**src/rtl/csr_pkg.sv**
```systemverilog
// Shared constants and types for the machine-mode CSR file: slot indices,
// mstatus/mip/mie bit positions and the IFU redirect record.
package csr_pkg;

  localparam int CSR_MSTATUS  = 0;
  localparam int CSR_MTVEC    = 1;
  localparam int CSR_MEPC     = 2;
  localparam int CSR_MCAUSE   = 3;
  localparam int CSR_MIE      = 4;
  localparam int CSR_MIP      = 5;
  localparam int CSR_MCYCLE   = 6;
  localparam int CSR_MINSTRET = 7;
  localparam int CSR_FIRST_SCRATCH = 8;

  localparam int MSTATUS_MIE    = 3;
  localparam int MSTATUS_MPIE   = 7;
  localparam int MSTATUS_MPP_LO = 11;
  localparam int MSTATUS_MPP_HI = 12;
  localparam int MIP_MTIP       = 7;
  localparam int MIE_MTIE       = 7;

  localparam int REDIR_PC_W = 64;

  typedef struct packed {
    logic                  valid;
    logic [REDIR_PC_W-1:0] pc;
  } redirect_t;

endpackage

```
**src/rtl/csr_file_ext_counter.sv**
```systemverilog
// Wrap-around counter with a load port that takes priority over increment.
module csr_counter #(
  parameter int XLEN = 64
) (
  input  logic            i_clock,
  input  logic            i_rst_n,
  input  logic            i_load,
  input  logic [XLEN-1:0] i_load_val,
  input  logic            i_inc,
  output logic [XLEN-1:0] o_count
);

  logic [XLEN-1:0] r_count;

  // load beats increment; the sum wraps naturally at 2^XLEN
  always_ff @(posedge i_clock or negedge i_rst_n) begin
    if (!i_rst_n) begin
      r_count <= '0;
    end else if (i_load) begin
      r_count <= i_load_val;
    end else if (i_inc) begin
      r_count <= r_count + XLEN'(1);
    end else begin
      r_count <= r_count;
    end
  end

  assign o_count = r_count;

endmodule

```
**src/rtl/csr_file_ext.sv**
```systemverilog
// Machine-mode CSR file: forwarded read port, one write port, trap entry/mret
// sequencing with a one-cycle IFU redirect, cycle/instret counters, timer irq.
module csr_file_ext
  import csr_pkg::*;
#(
  parameter int              XLEN        = 64,
  parameter int              NUM_CSR     = 16,
  parameter int              ADDR_W      = $clog2(NUM_CSR),
  parameter int              CAUSE_W     = 4,
  parameter logic [XLEN-1:0] MSTATUS_RST = XLEN'(64'hA00001800)
) (
  input  logic               clock,
  input  logic               reset,
  input  logic [ADDR_W-1:0]  raddr,
  output logic [XLEN-1:0]    rdata,
  input  logic               wen,
  input  logic [ADDR_W-1:0]  waddr,
  input  logic [XLEN-1:0]    wdata,
  input  logic               exception,
  input  logic [XLEN-1:0]    epc,
  input  logic [CAUSE_W-1:0] cause,
  input  logic               is_intr,
  input  logic               mret,
  input  logic               retire,
  input  logic               mtip,
  output logic               redirect_valid,
  output logic [XLEN-1:0]    redirect_pc,
  output logic               irq_pending
);

  localparam int NUM_SCR = NUM_CSR - CSR_FIRST_SCRATCH;
  localparam int SCR_N   = (NUM_SCR > 0) ? NUM_SCR : 1;

  logic [XLEN-1:0] r_mstatus, r_mtvec, r_mepc, r_mcause, r_mie, r_mip;
  logic [XLEN-1:0] r_scratch [SCR_N];
  redirect_t       r_redirect;

  logic [XLEN-1:0] w_mcycle, w_minstret, w_rdata, w_mip_nxt;
  logic w_we_mstatus, w_we_mtvec, w_we_mepc, w_we_mcause;
  logic w_we_mie, w_we_mip, w_we_mcycle, w_we_minstret;

  assign w_we_mstatus  = wen && (waddr == ADDR_W'(CSR_MSTATUS));
  assign w_we_mtvec    = wen && (waddr == ADDR_W'(CSR_MTVEC));
  assign w_we_mepc     = wen && (waddr == ADDR_W'(CSR_MEPC));
  assign w_we_mcause   = wen && (waddr == ADDR_W'(CSR_MCAUSE));
  assign w_we_mie      = wen && (waddr == ADDR_W'(CSR_MIE));
  assign w_we_mip      = wen && (waddr == ADDR_W'(CSR_MIP));
  assign w_we_mcycle   = wen && (waddr == ADDR_W'(CSR_MCYCLE));
  assign w_we_minstret = wen && (waddr == ADDR_W'(CSR_MINSTRET));

  csr_counter #(.XLEN(XLEN)) u_mcycle (
    .i_clock(clock), .i_rst_n(reset), .i_load(w_we_mcycle), .i_load_val(wdata),
    .i_inc(1'b1), .o_count(w_mcycle)
  );

  csr_counter #(.XLEN(XLEN)) u_minstret (
    .i_clock(clock), .i_rst_n(reset), .i_load(w_we_minstret), .i_load_val(wdata),
    .i_inc(retire), .o_count(w_minstret)
  );

  // software may not touch MTIP; it always tracks the sampled timer line
  always_comb begin
    w_mip_nxt = r_mip;
    if (w_we_mip) begin
      w_mip_nxt = wdata;
    end else begin
      w_mip_nxt = r_mip;
    end
    w_mip_nxt[MIP_MTIP] = mtip;
  end

  // read mux with same-cycle write forwarding
  always_comb begin
    w_rdata = '0;
    case (raddr)
      ADDR_W'(CSR_MSTATUS):  w_rdata = r_mstatus;
      ADDR_W'(CSR_MTVEC):    w_rdata = r_mtvec;
      ADDR_W'(CSR_MEPC):     w_rdata = r_mepc;
      ADDR_W'(CSR_MCAUSE):   w_rdata = r_mcause;
      ADDR_W'(CSR_MIE):      w_rdata = r_mie;
      ADDR_W'(CSR_MIP):      w_rdata = r_mip;
      ADDR_W'(CSR_MCYCLE):   w_rdata = w_mcycle;
      ADDR_W'(CSR_MINSTRET): w_rdata = w_minstret;
      default: begin
        for (int i = 0; i < NUM_SCR; i++) begin
          if (raddr == ADDR_W'(i + CSR_FIRST_SCRATCH)) begin
            w_rdata = r_scratch[i];
          end else begin
            w_rdata = w_rdata;
          end
        end
      end
    endcase
    if (wen && (waddr == raddr)) begin
      w_rdata = wdata;
    end else begin
      w_rdata = w_rdata;
    end
  end

  assign rdata = w_rdata;

  // trap-owned CSRs: exception beats mret beats software write
  always_ff @(posedge clock or negedge reset) begin
    if (!reset) begin
      r_mstatus <= MSTATUS_RST;
      r_mepc    <= '0;
      r_mcause  <= '0;
    end else if (exception) begin
      r_mstatus[MSTATUS_MPIE]                  <= r_mstatus[MSTATUS_MIE];
      r_mstatus[MSTATUS_MIE]                   <= 1'b0;
      r_mstatus[MSTATUS_MPP_HI:MSTATUS_MPP_LO] <= 2'b11;
      r_mepc   <= {epc[XLEN-1:2], 2'b00};
      r_mcause <= {is_intr, (XLEN-1)'(cause)};
    end else if (mret) begin
      r_mstatus[MSTATUS_MIE]                   <= r_mstatus[MSTATUS_MPIE];
      r_mstatus[MSTATUS_MPIE]                  <= 1'b1;
      r_mstatus[MSTATUS_MPP_HI:MSTATUS_MPP_LO] <= 2'b11;
    end else begin
      if (w_we_mstatus) r_mstatus <= wdata;
      if (w_we_mepc)    r_mepc    <= wdata;
      if (w_we_mcause)  r_mcause  <= wdata;
    end
  end

  // remaining software-visible CSRs, unaffected by traps
  always_ff @(posedge clock or negedge reset) begin
    if (!reset) begin
      r_mtvec <= '0;
      r_mie   <= '0;
      r_mip   <= '0;
      for (int i = 0; i < SCR_N; i++) r_scratch[i] <= '0;
    end else begin
      if (w_we_mtvec) r_mtvec <= wdata;
      if (w_we_mie)   r_mie   <= wdata;
      r_mip <= w_mip_nxt;
      for (int i = 0; i < NUM_SCR; i++) begin
        if (wen && (waddr == ADDR_W'(i + CSR_FIRST_SCRATCH))) r_scratch[i] <= wdata;
      end
    end
  end

  // one-cycle redirect pulse toward the IFU
  always_ff @(posedge clock or negedge reset) begin
    if (!reset) begin
      r_redirect <= '0;
    end else if (exception) begin
      r_redirect.valid <= 1'b1;
      r_redirect.pc    <= REDIR_PC_W'({r_mtvec[XLEN-1:2], 2'b00});
    end else if (mret) begin
      r_redirect.valid <= 1'b1;
      r_redirect.pc    <= REDIR_PC_W'(r_mepc);
    end else begin
      r_redirect.valid <= 1'b0;
    end
  end

  assign redirect_valid = r_redirect.valid;
  assign redirect_pc    = r_redirect.pc[XLEN-1:0];
  assign irq_pending    = r_mstatus[MSTATUS_MIE] & r_mie[MIE_MTIE] & r_mip[MIP_MTIP];

endmodule

```
**config.mk**
```make
export PLATFORM = sky130hd
export DESIGN_NAME = csr_file_ext
export DESIGN_NICKNAME = d
export VERILOG_FILES = /design/src/rtl/csr_pkg.sv /design/src/rtl/csr_file_ext_counter.sv /design/src/rtl/csr_file_ext.sv
export SDC_FILE = /design/constraint.sdc
export NUM_CORES = 2
export LEC_CHECK = 0
export CAP_MARGIN = 20
export CORE_MARGIN = 2
export CORE_UTILIZATION = 45
export CTS_CLUSTER_SIZE = 12
export DETAILED_ROUTE_END_ITERATION = 16
export PLACE_DENSITY = 0.61
export SLEW_MARGIN = 0
export SYNTH_ARGS = -nofsm -noshare
export SYNTH_HDL_FRONTEND = slang
export SYNTH_HIERARCHICAL = 1
export SYNTH_SLANG_ARGS = --single-unit
```
**constraint.sdc**
```tcl
create_clock -name clock -period 2.4 [get_ports clock]
set_input_delay 0.36 -clock clock [delete_from_list [all_inputs] [get_ports clock]]
set_output_delay 0.36 -clock clock [all_outputs]
set_load 0.005 [all_outputs]
```
==> results summary <==
The flow ran to the end, but the final reports show violations. The checks that failed: negative setup slack. The proportion of netlist area held by the largest area contributor is 50.3%. During I/O placement, the number of pins put on the boundary was 278. IR analysis of the VDD net gives a maximum drop of 0.700 mV. The final critical delay including setup and external delays came out at 2.78 ns. The initial core utilization is 45.2%. For this run, the post-layout net count is 5729. The via count of the first global-routing pass came to 45200.

The maximum clock skew at final layout came out at 0.0348 ns. The worst setup path is captured at a primary output. The clock drives 1089 sinks. The count of flip-flops with a built-in enable after synthesis is 0.

The initial antenna violation count came out at 9. Setup violations remaining at the end of the flow were counted as 64. The total grt overflow is 0. The final cycle utilization of the critical path is 116%. The H-tree was split into 3 levels.

The die is 350 µm wide. In this run the vertical extent of the chip is 350 µm. The standby leakage power came out at 31.4 nW. The routed layout has 45800 vias.

Sorting the synthesized cells by how often they occur yields sky130_fd_sc_hd__dfrtp_1, sky130_fd_sc_hd__mux2_2, sky130_fd_sc_hd__nand2_1. The worst slew margin relative to its limit is 52.0%. The max-slew violation total from the final report was 0. TritonCTS built the clock tree. The critical path in this run is classified as register to primary output. The standard cell core area came out at 0.119 mm². The longest clock path from root to sink contains 3 buffers.

Prior to clock tree synthesis, the placed netlist has a worst setup slack of -1.27 ns. Traced cell by cell, the critical path runs through mux2i_1, o32a_1, o2111ai_2, mux2i_4, o31ai_4, buf_4, dlygate4sd2_1. The routed via count divided by cell count came out at 6.28. The flip-flop count of the largest register after layout is 512. Ranked by flip-flop count, first place goes to r_scratch.

The slew at the pin closest to its max-slew limit is 0.720 ns. During placement, the flow inserted port buffers numbering 275. In the synthesized netlist the async set-or-reset flop fraction comes to 100%. After layout, the worst setup slack is -0.377 ns. The number of buffers inserted during clock tree synthesis is 120. The signed area change from the synthesized netlist to the final layout is 33.4%.

The largest delay contributor family on the critical path is compound AO/OA/AOI/OAI gates. Setup repair after global routing could not meet its margin everywhere. Entering global routing, the biggest net connects 126 pins.

The maximum fanout count along the critical path is 2. For this run, the slowest stage of the critical path takes 0.39 ns. The slowest stage of the critical path is the sky130_fd_sc_hd__dfrtp_1 cell. The count of routing violations after the opening detailed-route iteration came out at 5143.

The global-route usage over all layers came out at 35.0%. The sequential element share of the synthesized area is 50.5%. Ranked by total cell area, the synthesized netlist is headed by sky130_fd_sc_hd__dfrtp_1, sky130_fd_sc_hd__mux2_2, sky130_fd_sc_hd__mux2i_1. In the synthesized netlist, the number of instances is 4758. The cell type contributing the most total cell area after synthesis is sky130_fd_sc_hd__dfrtp_1. The reported max-cap violation count came out at 0.

In this run the cell area of the synthesized design comes to 0.0540 mm². The total DRC errors in the routed layout is 0. The number of buffers and inverters on the critical path is 2. Data on the critical path is required at its endpoint by 2.04 ns. For this block, the routed nets add up to 219000 µm of wire. The number of failing hold endpoints at the final stage came out at 0. The HPWL reported at the end of detailed placement is 145000 µm.

By instance count, the leading cell after synthesis is sky130_fd_sc_hd__dfrtp_1. The fraction of layout instances using a drive strength above 1 is 40.7%. The count of TritonRoute iterations in the first routing pass came out at 6. The number of cells in the design after placement is 6923. The data arrival time at the worst-slack endpoint is 2.42 ns. The later-pin clock latency in the skew report came out at 0.74 ns. The class of the tightest hold or removal check is input port to register. The clock-pin slew on the worst setup and hold paths came out at 0.06 ns.

The achievable clock frequency is 360 MHz. The power per cell area is 787 mW/mm². The floorplan has 127 rows.

The root buffer cell chosen for the clock tree is sky130_fd_sc_hd__clkbuf_16. The worst setup path is launched from a register. The flip-flop and latch count after synthesis is 1089. The first global-routing pass estimated 315000 µm of wire.

The number of distinct library cells after synthesis is 88. The mean instance size in the synthesized netlist is 11.4 µm². The finished layout holds 7294 standard cells, fillers aside. The residual antenna-violating net count after detailed routing is 0. The most used flip-flop cell after synthesis is sky130_fd_sc_hd__dfrtp_1. The routed length per instance is 30.1 µm. The final weighted congestion of routability-driven global placement is 0.939.

The yosys synthesis warning count came out at 6. The area of the die came out at 0.123 mm².
## cell type report
type / instances / area [µm²]
Sequential cell: 1089 / 27300
Inverter: 26 / 113
Antenna cell: 3 / 7.51
Timing Repair Buffer: 1119 / 11400
Multi-Input combinational cell: 3223 / 27100
Fill cell: 9647 / 47400
Clock inverter: 35 / 454
Tap cell: 1612 / 2020
Clock buffer: 187 / 3670
## worst paths after layout
kind / startpoint / endpoint / slack [ns] / depth (start not counted)
max: r_mstatus[5] / rdata[5] / -0.38 / 7
min: mtip / r_mip[7] / 0.09 / 1
max reg2reg: u_minstret/o_count[3] / u_minstret/o_count[51] / 0.05 / 8
min reg2reg: r_scratch[398] / r_scratch[398] / 0.50 / 1
max in group asynchronous: reset / r_mstatus[12] / 1.27 / 4
min in group asynchronous: reset / r_mtvec[52] / 0.26 / 3
## layer usage
metal | global-route usage (%) | vias up | wire length [µm] | share of wire [%]
li1 | - | 19100 | - | -
met1 | 49.3 | 23600 | 91200 | 42
met2 | 52.3 | 2529 | 96400 | 44
met3 | 7.08 | 526 | 21300 | 9.7
met4 | 15.4 | 8 | 10400 | 4.8
met5 | 0 | - | 56 | 0.026
## where the power goes
part / internal [W] / switching [W] / total [W] / leakage (nW)
registers: 0.0221 / 0.00277 / 0.0249 / 13.5
logic: 0.00672 / 0.00569 / 0.0124 / 15.9
clock network: 0.0115 / 0.00791 / 0.0194 / 2.03
total: 0.0404 / 0.0164 / 0.0567 / 31.4
## what timing repair did
action | 4_1_cts | 5_1_grt
buffers inserted | 106 | 41
endpoints found under the hold margin | 366 | 0
gates cloned | 15 | 9
hold buffers | 2 | 0
pin swaps | 195 | 110
resized for setup | 662 | 167
setup endpoints to repair | 65 | 97
## worst reg2reg max path: stages (launching register included)
cell and delay, ns:
sky130_fd_sc_hd__dfrtp_1 0.36, sky130_fd_sc_hd__buf_4 0.12, sky130_fd_sc_hd__buf_4 0.12, sky130_fd_sc_hd__and4_1 0.30
sky130_fd_sc_hd__and3_2 0.34, sky130_fd_sc_hd__nand4_1 0.12, sky130_fd_sc_hd__buf_4 0.19, sky130_fd_sc_hd__or4_2 0.54
sky130_fd_sc_hd__a31oi_1 0.18
## stage by stage
stage	hold slack, ns	cell area (µm²)	setup TNS [ns]	utilization (%)	power [W]
after CTS	0.0656	70900	-10.93	59.3	0.0562
after floorplan	0.0644	54000	0	-	0.0304
after detailed placement	0.406	63900	-136.01	53.5	0.0360
after global routing	0.0832	72100	-13.20	60.3	0.0588
final	0.0941	72100	-10.47	60.3	0.0567
after global placement	0.404	63900	-127.81	53.5	0.0356
## placed cells by master (no fill, tap or decap), drive strengths merged, types with 107 or more instances in the layout
master,count
nor2,212
o21ai,341
clkbuf,198
nand2,460
buf,892
mux2,779
mux2i,231
a21oi,159
clkdlybuf4s50,199
a31oi,107
dfrtp,1085
## kinds of logic after synthesis
group                      Yosys count  share of synthesized area [%]
DFF                               1089                           50.5
muxes                             1075                           23.6
AOI/OAI and AO/OA                 1044                           12.2
and+or+nand+nor                   1029                           9.01
buffers and inverters              450                           3.51
xor gates and xnor gates            68                           1.10
adders and majority gates            2                         0.0463
other                                1                        0.00694
(Power assumes the default switching activity.)
